## src/rtl/fifo_word_packer_if.sv

```systemverilog
// Handshake bundle between the byte shift line, the word packer and the word consumer.
// The slave view belongs to the packer; the master view belongs to whoever drives the packer.
interface fifo_word_packer_if;
  logic        EN;
  logic [7:0]  IN_DATA;
  logic        IN_READY;
  logic        FLUSH;
  logic [31:0] OUT_DATA;
  logic [2:0]  OUT_NBYTES;
  logic        OUT_VALID;
  logic        OUT_READY;
  logic        PRIMED;
  logic        OVERFLOW;

  modport master (
    output EN, IN_DATA, FLUSH, OUT_READY,
    input  IN_READY, OUT_DATA, OUT_NBYTES, OUT_VALID, PRIMED, OVERFLOW
  );

  modport slave (
    input  EN, IN_DATA, FLUSH, OUT_READY,
    output IN_READY, OUT_DATA, OUT_NBYTES, OUT_VALID, PRIMED, OVERFLOW
  );
endinterface

```

## src/rtl/fifo_word_packer.sv

```systemverilog
// Packs bytes leaving a DEPTH-stage shift line into 32-bit words behind a 2-entry buffer.
// Bytes are only taken once the line is primed, one cycle after the EN that exposed them.
module fifo_word_packer #(
  parameter int DEPTH = 8,
  parameter int CNT_W = 4
) (
  input  logic                CLK,
  input  logic                RST,
  fifo_word_packer_if.slave   bus
);

  localparam logic [CNT_W-1:0] DEPTH_C = CNT_W'(DEPTH);

  logic [CNT_W-1:0] cnt_q, cnt_d;
  logic             en_d_q, en_d_d;
  logic [31:0]      asm_q, asm_d;
  logic [2:0]       idx_q, idx_d;
  logic [31:0]      buf_data_q [0:1];
  logic [31:0]      buf_data_d [0:1];
  logic [2:0]       buf_nb_q [0:1];
  logic [2:0]       buf_nb_d [0:1];
  logic             rd_ptr_q, rd_ptr_d;
  logic             wr_ptr_q, wr_ptr_d;
  logic [1:0]       count_q, count_d;
  logic             flush_pend_q, flush_pend_d;
  logic             ovf_q, ovf_d;

  logic             primed_s;
  logic             sample_s;
  logic             pop_s;
  logic             space_s;
  logic             flush_req_s;
  logic             push_s;
  logic             push_ok_s;
  logic [31:0]      asm_new_s;
  logic [2:0]       idx_new_s;

  assign primed_s    = (cnt_q == DEPTH_C);
  assign sample_s    = en_d_q && primed_s;
  assign pop_s       = (count_q != 2'd0) && bus.OUT_READY;
  assign space_s     = (count_q < 2'd2) || pop_s;
  assign flush_req_s = bus.FLUSH || flush_pend_q;

  assign bus.OUT_VALID  = (count_q != 2'd0);
  assign bus.OUT_DATA   = (count_q != 2'd0) ? buf_data_q[rd_ptr_q] : 32'd0;
  assign bus.OUT_NBYTES = (count_q != 2'd0) ? buf_nb_q[rd_ptr_q] : 3'd0;
  assign bus.IN_READY   = (count_q < 2'd2) && !flush_pend_q;
  assign bus.PRIMED     = primed_s;
  assign bus.OVERFLOW   = ovf_q;

  // Next-state: priming, lane assembly, push/flush/overflow decision and buffer bookkeeping.
  always_comb begin
    cnt_d        = cnt_q;
    en_d_d       = bus.EN;
    asm_d        = asm_q;
    idx_d        = idx_q;
    buf_data_d   = buf_data_q;
    buf_nb_d     = buf_nb_q;
    rd_ptr_d     = rd_ptr_q;
    wr_ptr_d     = wr_ptr_q;
    count_d      = count_q;
    flush_pend_d = flush_pend_q;
    ovf_d        = ovf_q;
    asm_new_s    = asm_q;
    idx_new_s    = idx_q;
    push_s       = 1'b0;
    push_ok_s    = 1'b0;

    if (bus.EN && !primed_s) begin
      cnt_d = cnt_q + CNT_W'(1);
    end else begin
      cnt_d = cnt_q;
    end

    if (sample_s) begin
      asm_new_s[{idx_q[1:0], 3'b000} +: 8] = bus.IN_DATA;
      idx_new_s = idx_q + 3'd1;
    end else begin
      asm_new_s = asm_q;
      idx_new_s = idx_q;
    end

    // A completed word always pushes; a flush pushes only if something is assembled.
    if (idx_new_s == 3'd4) begin
      push_s = 1'b1;
    end else if (flush_req_s && (idx_new_s != 3'd0)) begin
      push_s = 1'b1;
    end else begin
      push_s = 1'b0;
    end

    asm_d = asm_new_s;
    idx_d = idx_new_s;
    if (push_s) begin
      if (space_s) begin
        push_ok_s            = 1'b1;
        buf_data_d[wr_ptr_q] = asm_new_s;
        buf_nb_d[wr_ptr_q]   = idx_new_s;
        wr_ptr_d             = ~wr_ptr_q;
        asm_d                = 32'd0;
        idx_d                = 3'd0;
        flush_pend_d         = 1'b0;
      end else if (idx_new_s == 3'd4) begin
        asm_d        = 32'd0;
        idx_d        = 3'd0;
        ovf_d        = 1'b1;
        flush_pend_d = 1'b0;
      end else begin
        flush_pend_d = 1'b1;
      end
    end else begin
      flush_pend_d = 1'b0;
    end

    if (pop_s) begin
      rd_ptr_d = ~rd_ptr_q;
    end else begin
      rd_ptr_d = rd_ptr_q;
    end

    case ({push_ok_s, pop_s})
      2'b10:   count_d = count_q + 2'd1;
      2'b01:   count_d = count_q - 2'd1;
      default: count_d = count_q;
    endcase
  end

  // State registers with synchronous reset.
  always_ff @(posedge CLK) begin
    if (RST) begin
      cnt_q         <= '0;
      en_d_q        <= 1'b0;
      asm_q         <= 32'd0;
      idx_q         <= 3'd0;
      buf_data_q[0] <= 32'd0;
      buf_data_q[1] <= 32'd0;
      buf_nb_q[0]   <= 3'd0;
      buf_nb_q[1]   <= 3'd0;
      rd_ptr_q      <= 1'b0;
      wr_ptr_q      <= 1'b0;
      count_q       <= 2'd0;
      flush_pend_q  <= 1'b0;
      ovf_q         <= 1'b0;
    end else begin
      cnt_q         <= cnt_d;
      en_d_q        <= en_d_d;
      asm_q         <= asm_d;
      idx_q         <= idx_d;
      buf_data_q[0] <= buf_data_d[0];
      buf_data_q[1] <= buf_data_d[1];
      buf_nb_q[0]   <= buf_nb_d[0];
      buf_nb_q[1]   <= buf_nb_d[1];
      rd_ptr_q      <= rd_ptr_d;
      wr_ptr_q      <= wr_ptr_d;
      count_q       <= count_d;
      flush_pend_q  <= flush_pend_d;
      ovf_q         <= ovf_d;
    end
  end

endmodule

```

## src/flat_wrapper.sv

```systemverilog
// flat-port wrapper written by rule: the top's interface ports become plain ports
module fifo_word_packer_flat 
#(
  parameter int DEPTH = 8,
  parameter int CNT_W = 4
)
  (CLK, RST, bus_EN, bus_IN_DATA, bus_FLUSH, bus_OUT_READY, bus_IN_READY, bus_OUT_DATA, bus_OUT_NBYTES, bus_OUT_VALID, bus_PRIMED, bus_OVERFLOW);
  fifo_word_packer_if bus_i ();
  input  logic CLK;
  input  logic RST;
  input wire logic [$bits(bus_i.EN)-1:0] bus_EN;
  input wire logic [$bits(bus_i.IN_DATA)-1:0] bus_IN_DATA;
  input wire logic [$bits(bus_i.FLUSH)-1:0] bus_FLUSH;
  input wire logic [$bits(bus_i.OUT_READY)-1:0] bus_OUT_READY;
  output wire logic [$bits(bus_i.IN_READY)-1:0] bus_IN_READY;
  output wire logic [$bits(bus_i.OUT_DATA)-1:0] bus_OUT_DATA;
  output wire logic [$bits(bus_i.OUT_NBYTES)-1:0] bus_OUT_NBYTES;
  output wire logic [$bits(bus_i.OUT_VALID)-1:0] bus_OUT_VALID;
  output wire logic [$bits(bus_i.PRIMED)-1:0] bus_PRIMED;
  output wire logic [$bits(bus_i.OVERFLOW)-1:0] bus_OVERFLOW;
  assign bus_i.EN = bus_EN;
  assign bus_i.IN_DATA = bus_IN_DATA;
  assign bus_i.FLUSH = bus_FLUSH;
  assign bus_i.OUT_READY = bus_OUT_READY;
  assign bus_IN_READY = bus_i.IN_READY;
  assign bus_OUT_DATA = bus_i.OUT_DATA;
  assign bus_OUT_NBYTES = bus_i.OUT_NBYTES;
  assign bus_OUT_VALID = bus_i.OUT_VALID;
  assign bus_PRIMED = bus_i.PRIMED;
  assign bus_OVERFLOW = bus_i.OVERFLOW;
  fifo_word_packer #(.DEPTH(DEPTH), .CNT_W(CNT_W)) u_core (.CLK(CLK), .RST(RST), .bus(bus_i));
endmodule
```

## config.mk

```make
export PLATFORM = sky130hd
export DESIGN_NAME = fifo_word_packer_flat
export DESIGN_NICKNAME = d
export VERILOG_FILES = /design/src/rtl/fifo_word_packer_if.sv /design/src/rtl/fifo_word_packer.sv /design/src/flat_wrapper.sv
export SDC_FILE = /design/constraint.sdc
export NUM_CORES = 1
export LEC_CHECK = 0
export CORE_MARGIN = 2
export CORE_UTILIZATION = 39
export CTS_CLUSTER_DIAMETER = 80
export DETAILED_ROUTE_END_ITERATION = 12
export PLACE_DENSITY = 0.61
export REMOVE_ABC_BUFFERS = 1
export SETUP_SLACK_MARGIN = 0.02
export SLEW_MARGIN = 25
export SYNTH_ARGS = -nofsm -noshare
export SYNTH_HDL_FRONTEND = slang
export SYNTH_SLANG_ARGS = --single-unit
```

## constraint.sdc

```tcl
create_clock -name CLK -period 3.85 [get_ports CLK]
set_input_delay 1.155 -clock CLK [delete_from_list [all_inputs] [get_ports CLK]]
set_output_delay 1.155 -clock CLK [all_outputs]
set_load 0.03 [all_outputs]
```

# [Word-level counts from Yosys, hierarchy flattened]
# Cells that the tools add are included.
[word_totals] regBits=116 in_bits=13 out_inout_bits=39 wordCells=79
[op_classes] addsub=5 order_cmp=4 eq_ne=4 shifts=2 muxes=29 n_bitwise=6 n_reduce_logical=16
[op_table] op="32-bit 2-to-1 mux" n=9
[op_table] op="64-bit bitwise mux" n=1
[op_table] op="32-bit bitwise mux" n=1
[op_table] op="32-bit demux with 1-bit select" n=1
[op_table] op="8-bit by 7-bit variable shift with 32-bit output, first input constant" n=1
[op_table] op="8-bit by 7-bit indexed part select with 32-bit output" n=1
[op_table] op="3-bit 2-to-1 mux" n=9
[op_table] op="5-bit negation with 7-bit output" n=1
[op_table] op="6-bit bitwise mux" n=1
[op_table] op="1-bit logical AND" n=6
[op_table] op="1-bit 2-to-1 mux" n=5
[op_table] op="4-bit by 1-bit adder with 4-bit output, second input constant" n=1
[op_table] op="4-bit == test, second input constant" n=1
[op_table] op="2-bit >= comparator, second input constant" n=2
[op_table] op="1-bit inverter" n=4
[op_table] op="1-bit inverter with 2-bit output" n=2
[op_table] op="2-bit one-hot mux with 2 select lines" n=1
[op_table] op="2-bit nonzero test" n=2
[op_table] op="3-bit by 1-bit adder with 3-bit output, second input constant" n=1
[op_table] op="3-bit demux with 1-bit select" n=1
[op_table] op="3-bit == test, second input constant" n=1
[op_table] op="3-bit AND reduction" n=1
[op_table] op="3-bit nonzero test" n=1
[op_table] op="3-bit OR reduction" n=1
[op_table] op="other kinds (9)" n=11

# [Logic depth before layout (Yosys ltp)]
# Gate-level depths: netlist of the first run.
[depth] depth_word=10 ltp_mapped=12 ltp_nobuf=11

# [Worst setup path after synthesis of the first run]
# Ideal clock, no wire load.
[synth_path] kind="register -> output" from="register u_core.rd_ptr_q" to="output bus_OUT_DATA[10]" arrival_time_ns=1.679 setup_slack_ns=1.016 path_stages_with_launch=5 n_path_buf=2 cell_sequence="dfxtp_1 -> clkbuf_1 -> clkbuf_1 -> mux2i_1 -> nor2_1"
[synth_between] elab_chain_len=5
[synth_rtl] element="from (decl)" line_no="fifo_word_packer.sv:22" text="logic rd_ptr_q, rd_ptr_d;"
[synth_rtl] element="from (signal assigned)" line_no="fifo_word_packer.sv:153" text="rd_ptr_q <= rd_ptr_d;"
[synth_rtl] element="1-bit inverter with 2-bit output (implied by the code)" line_no="fifo_word_packer.sv:45" text="assign bus.OUT_DATA = (count_q != 2'd0) ? buf_data_q[rd_ptr_q] : 32'd0;"
[synth_rtl] element="32-bit 2-to-1 mux (implied by the code) (3 in series)" line_no="fifo_word_packer.sv:45"
[synth_rtl] element="32-bit 2-to-1 mux" line_no="fifo_word_packer.sv:45"
[synth_rtl] element="to (decl)" line_no="flat_wrapper.sv:16" text="output wire logic [$bits(bus_i.OUT_DATA)-1:0] bus_OUT_DATA;"
# Every way passes these cells. The select of a mux whose other input is x is not followed.

# [Worst setup path after layout of the first run]
[layout_path] from="register u_core.rd_ptr_q" to="output bus_OUT_NBYTES[0]"
[layout_between] elab_chain_len=5
[layout_rtl] element="1-bit inverter with 2-bit output (implied by the code)" line_no="fifo_word_packer.sv:46" text="assign bus.OUT_NBYTES = (count_q != 2'd0) ? buf_nb_q[rd_ptr_q] : 3'd0;"
[layout_rtl] element="3-bit 2-to-1 mux (implied by the code) (3 in series)" line_no="fifo_word_packer.sv:46"
[layout_rtl] element="3-bit 2-to-1 mux" line_no="fifo_word_packer.sv:46"
[layout_rtl] element="to (decl)" line_no="flat_wrapper.sv:17" text="output wire logic [$bits(bus_i.OUT_NBYTES)-1:0] bus_OUT_NBYTES;"
# Every way passes these cells. The select of a mux whose other input is x is not followed.

==> results of run 1 <==
worst max-delay path: stages, from the launching register on:
cell and delay [ps]:
dfxtp_2 320, buf_4 340, mux2i_1 130, nor2_1 150, clkdlybuf4s50_1 700
layer usage:
| metal | vias up | track usage [%] |
|---|---|---|
| met5 | - | 0 |
| met4 | 0 | 6.250 |
| met3 | 19 | 4.554 |
| met2 | 74 | 26.67 |
| met1 | 1920 | 21.05 |
| li1 | 2046 | - |
sequential cells by signal (all words and copies together) (netlist names):
name / count
u_core.asm_q: 32
u_core.buf_data_q: 64
u_core.buf_nb_q: 6
u_core.bus.OVERFLOW: 1
u_core.cnt_q: 4
u_core.count_q: 2
u_core.en_d_q: 1
u_core.flush_pend_q: 1
u_core.idx_q: 3
u_core.rd_ptr_q: 1
u_core.wr_ptr_q: 1
kinds of logic after synthesis:
group | Yosys count | share of synthesized area (%)
fa+ha+maj | 9 | 2.057
buf+inv | 45 | 3.839
xor+xnor | 9 | 1.440
compound gates | 55 | 6.993
mux | 101 | 19.97
flops | 116 | 42.41
simple gates | 237 | 23.29
cell usage after synthesis (all sizes together), types with 5 or more instances:
cell type    n
a21oi       23
a22oi       16
and2        35
buf         13
clkbuf      22
dfxtp      116
ha           9
inv         10
mux2        66
mux2i       35
nand2       25
nand3       14
nand4        5
nor2        66
nor2b       68
nor3         5
xnor2        5
through the flow:
| stage | power (mW) | utilization [%] | hold WS (ps) | instance area [sq um] | setup WS [ps] |
|---|---|---|---|---|---|
| finish | 2.798 | 48.72 | 477.5 | 6710 | 640.7 |
| global route | 2.891 | 48.72 | 503.3 | 6710 | 547.7 |
| CTS | 2.825 | 48.72 | 480.7 | 6710 | 570.0 |
| detailed placement | 1.285 | 44.54 | 456.6 | 6135 | 550.6 |
| global placement | 1.283 | 44.54 | 449.5 | 6135 | 599.9 |
| floorplan | 1.242 | - | 440.5 | 5303 | 668.3 |
final cells by class:
type | instances | area [sq um] | area share (%)
Timing Repair Buffer | 62 | 603.1 | 8.987
Clock buffer | 21 | 440.4 | 6.563
Tap cell | 180 | 225.2 | 3.356
Inverter | 10 | 37.54 | 0.5594
Clock inverter | 11 | 135.1 | 2.014
Multi-Input combinational cell | 411 | 2945 | 43.89
Sequential cell | 116 | 2323 | 34.63
worst paths after layout:
path	cells past startpoint	to	start	slack [ps]
max	4	bus_OUT_NBYTES[0]	u_core.rd_ptr_q	640
min reg2reg	2	u_core.bus.OVERFLOW	u_core.bus.OVERFLOW	480
max reg2reg	10	u_core.count_q[1]	u_core.idx_q[1]	790
min	2	u_core.bus.OVERFLOW	u_core.bus.OVERFLOW	480
power groups by stage:
stage / clock, mW / combinational, mW / sequential, mW
final: 1.54 / 0.0533 / 1.21
after detailed placement: 0 / 0.0531 / 1.23
after global routing: 1.63 / 0.0574 / 1.21
after floorplan: 0 / 0.0110 / 1.23
after global placement: 0 / 0.0519 / 1.23
after CTS: 1.57 / 0.0533 / 1.21
==> flow_metrics.env, run 1 <==
export IMPL_cts_tree="yes"
export IMPL_synth_top_area_share_pct=42.41
export IMPL_wl_per_cell_microns=14.65
export IMPL_clock_power_share_pct=55.0
export IMPL_place_inst=779
export IMPL_critPathKind="register to output pin"
export IMPL_rows=43
export IMPL_path_clk_slew_ps=50
export IMPL_overflow=0
export IMPL_p_switching_uw=568.3
export IMPL_hold_viol=0
export IMPL_met2_length_microns=5596
export IMPL_top_layer_used="met4"
export IMPL_final_nets=640
export IMPL_die_x_microns=122.5
export IMPL_slew_viol_final=0
export IMPL_post_cts_resized=0
export IMPL_rsz0062_at_grt="false"
export IMPL_grt_pass1_wl_microns=19460
export IMPL_required_ps=2690
export IMPL_insertion_delay_ps=410
export IMPL_ys_seq_area_share_pct=42.41
export IMPL_dieArea_sq_mm=0.01500
export IMPL_synthTopCellsByArea="dfxtp_1 42%, mux2_2 10%, nor2b_1 7.8%"
export IMPL_core_sq_mm=0.01377
export IMPL_area_growth_pct=22.55
export IMPL_layout_commonest_cell="dfxtp_1"
export IMPL_synth_cell_type_count=49
export IMPL_drt_total_wl_microns=11880
export IMPL_cts_path_max_buffers=2
export IMPL_p_leak_nw=2.446
export IMPL_pwr_share_seq_pct=43.1
export IMPL_p_int_mw=2.230
export IMPL_crit_arrival_ps=2050
export IMPL_mostFrequentLayoutCells="115 x dfxtp_1, 68 x nor2b_1, 65 x nor2_1"
export IMPL_gp_congestion=0.8218
export IMPL_clock_sinks=116
export IMPL_wl_met1_microns=5673
export IMPL_start_util_pct=39.75
export IMPL_start_kind="register"
export IMPL_io_pins=52
export IMPL_worstHoldPathType="register to register"
export IMPL_max_clock_freq_ghz=0.3116
export IMPL_ir_worst_vdd_uv=306.5
export IMPL_fin_tns_setup_ps=0
export IMPL_async_reset_ff_share_pct=0
export IMPL_ant_nets=0
export IMPL_cp_end_kind="output pin"
export IMPL_dpl_hpwl_microns=7808
export IMPL_dr_pass1_iters=4
export IMPL_met3WireLength_microns=405
export IMPL_synth_edff_count=0
export IMPL_numCtsBuffers=17
export IMPL_vias=4059
export IMPL_cts_setup_buffers=0
export IMPL_drive_gt1_share_pct=16.01
export IMPL_final_cells=811
export IMPL_yosys_most_used_dff="dfxtp_1"
export IMPL_slew_headroom_pct=52.92
export IMPL_antenna_found_initial=0
export IMPL_fin_crit_ps=3209
export IMPL_die_h_microns=122.5
export IMPL_skew_ps=6.018
export IMPL_grt_util_all_layers_pct=16.54
export IMPL_maxCapViolations=0
export IMPL_netSwitchingFraction_pct=20.31
export IMPL_power_density_mw_per_mm2=417.0
export IMPL_tightest_slew_ps=706.2
export IMPL_grt_max_degree=67
export IMPL_synth_area_per_cell_sq_um=9.572
export IMPL_numPortBuffers=51
export IMPL_yosysWarnings=0
export IMPL_netlist_instances=572
export IMPL_timing_final_crit_share_pct=83.36
export IMPL_synth_top_area_cell="dfxtp_1"
export IMPL_holdBufCountCts=0
export IMPL_n_fill_cell=1321
export IMPL_cp_max_fo=19
export IMPL_grt_pass1_vias=3991
export IMPL_root_buffer="clkbuf_16"
export IMPL_synth_area_sq_mm=0.005475
export IMPL_drc=0
export IMPL_ys_ff_latch=116
export IMPL_combPwrFrac_pct=1.9
export IMPL_dr_first_iter_drc_count=142
export IMPL_diodes=0
export IMPL_setup_violations=0
export IMPL_vias_per_cell=5.005
export IMPL_htreeDepth=4
export IMPL_outcome="finished, final reports clean"
No activity file was read; power rests on OpenSTA's default activity.
==> inputs of run 2 (changes only) <==
--- a/config.mk
+++ b/config.mk
@@ -9,7 +9,7 @@
 export CORE_UTILIZATION = 39
 export CTS_CLUSTER_DIAMETER = 80
 export DETAILED_ROUTE_END_ITERATION = 12
-export PLACE_DENSITY = 0.61
+export PLACE_DENSITY = 0.63
 export REMOVE_ABC_BUFFERS = 1
 export SETUP_SLACK_MARGIN = 0.02
 export SLEW_MARGIN = 25
==> constraint.sdc (replaced) <==
create_clock -name CLK -period 2.75 [get_ports CLK]
set_input_delay 0.825 -clock CLK [delete_from_list [all_inputs] [get_ports CLK]]
set_output_delay 0.825 -clock CLK [all_outputs]
set_load 0.03 [all_outputs]
==> run 2 against run 1 <==
  * Clock power up 52%
  * Largest cell class unchanged
  * Cell area up 2.7%
  * Sequential cell count unchanged
==> flow_metrics.env, run 2 (same netlist as run 1, synthesis figures left out) <==
export IMPL_start_kind="register"
export IMPL_grt_util_met3_pct=4.322
export IMPL_largest_register_ffs=64
export IMPL_dr_pass1_iters=4
export IMPL_cp_top_family="simple AND/OR/NAND/NOR gates"
export IMPL_tightest_slew_ps=653.6
export IMPL_grt_pass1_wl_microns=20410
export IMPL_required_ps=3090
export IMPL_vias=4148
export IMPL_design_area_sq_mm=0.006890
export IMPL_hold_viol=0
export IMPL_power_density_mw_per_mm2=596.0
export IMPL_skew_ps=7.154
export IMPL_timing_rr_end="u_core.count_q[1]"
export IMPL_slew_viol_final=0
export IMPL_overflow=0
export IMPL_critPathCapture="u_core.count_q[1]"
export IMPL_place_inst=789
export IMPL_place_area_sq_mm=0.006260
export IMPL_power_total_mw=4.107
export IMPL_drc=0
export IMPL_slowest_stage="or3_1"
export IMPL_die_h_microns=122.5
export IMPL_grt_pass1_vias=4180
export IMPL_setup_violations=0
export IMPL_worstSetupPathDepth=10
export IMPL_final_cells=821
export IMPL_grt_busiest_layer="met2"
export IMPL_crit_arrival_ps=2910
export IMPL_timing_hold_ws_ps=474.0
export IMPL_io_pins=52
export IMPL_max_clock_freq_ghz=0.3904
export IMPL_cp_end_kind="register"
export IMPL_numPortBuffers=51
export IMPL_antenna_found_initial=0
export IMPL_grt_util_all_layers_pct=17.30
export IMPL_diodes=0
export IMPL_ff2ff_path_depth=10
export IMPL_layout_commonest_cell="dfxtp_1"
export IMPL_dieArea_sq_mm=0.01500
export IMPL_maxCapViolations=0
export IMPL_root_buffer="clkbuf_16"
export IMPL_worstHoldPathType="register to register"
export IMPL_ir_worst_vdd_uv=366.9
export IMPL_timing_final_crit_share_pct=93.13
export IMPL_area_growth_pct=25.85
export IMPL_cp_max_fo=4
export IMPL_critPathLaunch="u_core.idx_q[1]"
export IMPL_rsz0062_at_grt="false"
export IMPL_clock_sinks=116
export IMPL_slew_headroom_pct=56.43
export IMPL_htreeDepth=4
export IMPL_r2r_start="u_core.idx_q[1]"
export IMPL_top_register="u_core.buf_data_q"
export IMPL_dpl_hpwl_microns=8130
export IMPL_setup_ws_ps=188.8
export IMPL_n_fill_cell=1297
export IMPL_crit_buf_inv=2
export IMPL_path_clk_slew_ps=50
export IMPL_critPathKind="register to register"
export IMPL_rows=43
export IMPL_wl_per_cell_microns=15.09
export IMPL_p_leak_nw=2.848
export IMPL_vias_per_cell=5.052
export IMPL_largestRegisters="u_core.buf_data_q: 64 flops, u_core.asm_q: 32 flops, u_core.buf_nb_q: 6 flops"
export IMPL_gr_usage_met1_pct=21.51
export IMPL_die_x_microns=122.5
export IMPL_drt_total_wl_microns=12390
export IMPL_numCtsBuffers=17
export IMPL_cts_tree="yes"
export IMPL_outcome="finished, final reports clean"
export IMPL_dr_first_iter_drc_count=178
export IMPL_cts_path_max_buffers=2
export IMPL_start_util_pct=39.75
export IMPL_ant_nets=0
export IMPL_core_sq_mm=0.01377
export IMPL_fin_crit_ps=2561
export IMPL_place_ws_ps=7.165
export IMPL_use_met2_pct=29.48
export IMPL_r2r_slack_ps=190
export IMPL_insertion_delay_ps=410
export IMPL_holdBufCountCts=0
export IMPL_gp_congestion=0.8415
export IMPL_mostFrequentLayoutCells="115 x dfxtp_1, 68 x nor2b_1, 65 x nor2_1"
export IMPL_slowest_delay_ps=360
export IMPL_grt_max_degree=59
export IMPL_drive_gt1_share_pct=17.94
export IMPL_path_cells="inv_1, ha_1, nand3b_1, nor4_2, or2_1, nor2_1, inv_1, ha_1, or3_1, a21oi_1"
export IMPL_final_nets=650
==> run 2: changes by cell type in the layout (fill, tap and decap cells not counted), sizes merged <==
cell	previous run	this run
buf	12	22
inv	10	13
dlymetal6s2s	0	10
clkdlybuf4s50	50	13
bufinv	3	4
clkinv	6	4
clkinvlp	2	3
dlygate4sd2	0	27
clkbuf	21	18
==> run 2: worst min-delay path by stage <==
stage | to | slack [ps] | from | cells past startpoint
after floorplan | u_core.buf_nb_q[2] | 440 | u_core.buf_nb_q[2] | 1
after global placement | u_core.buf_nb_q[2] | 450 | u_core.buf_nb_q[2] | 1
after detailed placement | u_core.buf_nb_q[2] | 460 | u_core.buf_nb_q[2] | 1
after CTS | u_core.buf_nb_q[2] | 480 | u_core.buf_nb_q[2] | 1
after global routing | u_core.buf_nb_q[2] | 490 | u_core.buf_nb_q[2] | 1
final | u_core.buf_nb_q[2] | 470 | u_core.buf_nb_q[2] | 1
==> run 2: cell type report <==
cell class | instances | area, sq um | share of cell area (%)
clock buffer | 18 | 429.2 | 6.228
clock inverter | 14 | 200.2 | 2.905
inverter | 10 | 37.54 | 0.5448
multi-input combinational | 411 | 2952 | 42.84
sequential | 116 | 2323 | 33.72
tap | 180 | 225.2 | 3.269
timing repair buffer | 72 | 723.2 | 10.50
==> run 2: report_power, final <==
group | leakage [nW] | internal [mW] | switching (mW) | total (mW)
sequential | 0.935 | 1.69 | 0.00336 | 1.69
clock | 0.298 | 1.52 | 0.813 | 2.34
combinational | 1.62 | 0.0295 | 0.0507 | 0.0803
==> run 2: stage by stage <==
stage / utilization (%) / TNS, ps
4_1_cts: 49.80 / 0
3_5_place_dp: 45.45 / 0
6_report: 50.03 / 0
2_1_floorplan: - / -19430
5_1_grt: 50.03 / 0
3_3_place_gp: 45.45 / 0
==> run 2: timing repair <==
item | 4_1_cts | 5_1_grt
endpoints found under the setup margin | 28 | 11
cloned | 0 | 0
buffers inserted | 0 | 0
resized for setup | 28 | 11
==> run 2: routing by layer <==
layer | share of wire (%) | routed length [microns]
met5 | 0 | 0
met4 | 0.80 | 99
met3 | 3.4 | 418
met2 | 49 | 6130
met1 | 46 | 5742
==> inputs of run 3 (changes only) <==
--- a/config.mk
+++ b/config.mk
@@ -5,7 +5,8 @@
 export SDC_FILE = /design/constraint.sdc
 export NUM_CORES = 1
 export LEC_CHECK = 0
-export CORE_MARGIN = 2
+export CORE_ASPECT_RATIO = 1.75
+export CORE_MARGIN = 5
 export CORE_UTILIZATION = 39
 export CTS_CLUSTER_DIAMETER = 80
 export DETAILED_ROUTE_END_ITERATION = 12
==> run 3 against run 2 <==
  * Combinational power down 1%
  * Core utilization decreased by 0.072 points
  * Clock power barely moved
  * Cell area up 0.31%
  * Highest routed layer unchanged
==> flow_metrics.env, run 3 (same netlist as run 1, synthesis figures left out) <==
export IMPL_grt_pass1_vias=4467
export IMPL_wl_per_cell_microns=15.73
export IMPL_numCtsBuffers=17
export IMPL_htreeDepth=4
export IMPL_fin_crit_ps=2663
export IMPL_start_kind="register"
export IMPL_timing_final_crit_share_pct=96.85
export IMPL_place_area_sq_mm=0.006248
export IMPL_path_cells="buf_12, mux2i_1, nor2_1, clkdlybuf4s50_1"
export IMPL_drt_total_wl_microns=12870
export IMPL_setup_violations=0
export IMPL_r2r_slack_ps=200
export IMPL_grt_pass1_wl_microns=21580
export IMPL_slew_headroom_pct=61.70
export IMPL_slew_viol_final=0
export IMPL_gp_congestion=0.9260
export IMPL_crit_arrival_ps=1840
export IMPL_area_growth_pct=26.23
export IMPL_dpl_hpwl_microns=8846
export IMPL_design_area_sq_mm=0.006912
export IMPL_ant_nets=0
export IMPL_ff2ff_path_depth=10
export IMPL_cp_top_family="buffers and inverters"
export IMPL_io_pins=52
export IMPL_outcome="finished, final reports clean"
export IMPL_r2r_start="u_core.idx_q[0]"
export IMPL_critPathCapture="bus_OUT_DATA[26]"
export IMPL_slowest_stage="clkdlybuf4s50_1"
export IMPL_rsz0062_at_grt="false"
export IMPL_path_clk_slew_ps=50
export IMPL_die_h_microns=166.7
export IMPL_clock_sinks=116
export IMPL_die_x_microns=99.57
export IMPL_skew_ps=6.091
export IMPL_hold_viol=0
export IMPL_grt_max_degree=53
export IMPL_diodes=0
export IMPL_antenna_found_initial=0
export IMPL_cp_end_kind="output pin"
export IMPL_core_sq_mm=0.01384
export IMPL_numPortBuffers=51
export IMPL_p_leak_nw=2.864
export IMPL_largestRegisters="u_core.buf_data_q: 64 flops, u_core.asm_q: 32 flops, u_core.buf_nb_q: 6 flops"
export IMPL_dr_first_iter_drc_count=164
export IMPL_worstHoldPathType="register to register"
export IMPL_p_int_mw=3.294
export IMPL_timing_rr_end="u_core.count_q[1]"
export IMPL_p_switching_uw=782.4
export IMPL_maxCapViolations=0
export IMPL_cp_max_fo=17
export IMPL_final_nets=650
export IMPL_insertion_delay_ps=400
export IMPL_pwr_share_seq_pct=41.5
export IMPL_grt_util_all_layers_pct=16.29
export IMPL_root_buffer="clkbuf_16"
export IMPL_crit_buf_inv=2
export IMPL_max_clock_freq_ghz=0.3755
export IMPL_overflow=0
export IMPL_clock_power_share_pct=56.6
export IMPL_dieArea_sq_mm=0.01660
export IMPL_netSwitchingFraction_pct=19.19
export IMPL_largest_register_ffs=64
export IMPL_worstSetupPathDepth=4
export IMPL_critPathLaunch="u_core.rd_ptr_q"
export IMPL_drc=0
export IMPL_cts_path_max_buffers=2
export IMPL_slowest_delay_ps=670
export IMPL_start_util_pct=39.57
export IMPL_ir_worst_vdd_uv=378.4
export IMPL_critPathKind="register to output pin"
export IMPL_vias_per_cell=5.121
export IMPL_layout_commonest_cell="dfxtp_1"
export IMPL_mostFrequentLayoutCells="115 x dfxtp_1, 68 x nor2b_1, 65 x nor2_1"
export IMPL_tightest_slew_ps=574.5
export IMPL_power_density_mw_per_mm2=589.8
export IMPL_combPwrFrac_pct=2.0
export IMPL_required_ps=1930
export IMPL_dr_pass1_iters=4
export IMPL_fin_tns_setup_ps=0
export IMPL_rows=57
export IMPL_cts_tree="yes"
export IMPL_vias=4189
export IMPL_top_register="u_core.buf_data_q"
export IMPL_drive_gt1_share_pct=17.78
[run 3: cell types whose count changed in the layout (fill, tap and decap cells not counted), sizes merged]
cell           previous run  this run
clkbuf                   18        22
clkinv                    4         5
clkdlybuf4s50            13        18
inv                      13        10
dlymetal6s2s             10        11
dlygate4sd2              27        21
clkinvlp                  3         1
[run 3: worst min path at each step]
stage                        start  cells after the start                   to  slack [ps]
2_1_floorplan   u_core.buf_nb_q[2]                      1   u_core.buf_nb_q[2]         440
3_3_place_gp   u_core.bus.OVERFLOW                      2  u_core.bus.OVERFLOW         460
4_1_cts        u_core.bus.OVERFLOW                      2  u_core.bus.OVERFLOW         500
3_5_place_dp   u_core.bus.OVERFLOW                      2  u_core.bus.OVERFLOW         490
5_1_grt         u_core.buf_nb_q[2]                      1   u_core.buf_nb_q[2]         520
6_report       u_core.bus.OVERFLOW                      2  u_core.bus.OVERFLOW         500
[run 3: per-stage QoR]
step | hold WS (ps) | utilization, % | power [mW] | setup slack, ps | instances
floorplan | 440.5 | - | 1.739 | -355.6 | 537
global placement | 458.5 | 45.16 | 1.802 | 3.423 | 785
detailed placement | 490.4 | 45.16 | 1.805 | 11.55 | 785
CTS | 502.8 | 49.71 | 4.116 | 16.58 | 818
global route | 521.8 | 49.95 | 4.205 | 18.00 | 818
finish | 497.3 | 49.95 | 4.076 | 86.58 | 818
[run 3: cell type report]
type / instances / area, sq um
clock buffers: 22 / 474.2
clock inverters: 10 / 152.6
fillers: 1315 / 6924
inverters: 10 / 37.54
multi-input cells: 411 / 2957
flip-flops and latches: 116 / 2323
well taps: 177 / 221.5
repair buffers: 72 / 745.7
[run 3: power groups by stage]
stage          registers (mW)  logic (mW)  clock network [mW]
2_1_floorplan            1.72      0.0155                   0
3_3_place_gp             1.72      0.0781                   0
3_5_place_dp             1.72      0.0799                   0
4_1_cts                  1.69      0.0803                2.35
5_1_grt                  1.69      0.0874                2.43
6_report                 1.69      0.0795                2.31
[run 3: what timing repair did]
item                       in CTS  in global routing
gates resized for setup        23                 12
setup endpoints to repair      37                 12
setup buffers                   1                  0
pin swaps                       1                  0
hold buffers                    0                  0
[run 3: metal layers]
| layer | GRT usage [%] | vias up | part of all wire (%) |
|---|---|---|---|
| met2 | 29.42 | 90 | 54 |
| met1 | 17.73 | 2013 | 40 |
| met4 | 7.788 | 0 | 3.0 |
| met3 | 3.432 | 28 | 3.2 |
| li1 | - | 2058 | - |
| met5 | 0 | - | 0 |
[run 3: worst min-delay path, delay by kind of cell (launching register included)]
| family | cells | cell delay (ps) |
|---|---|---|
| compound gates | 1 | 50 |
| simple gates | 1 | 80 |
| flops | 1 | 340 |
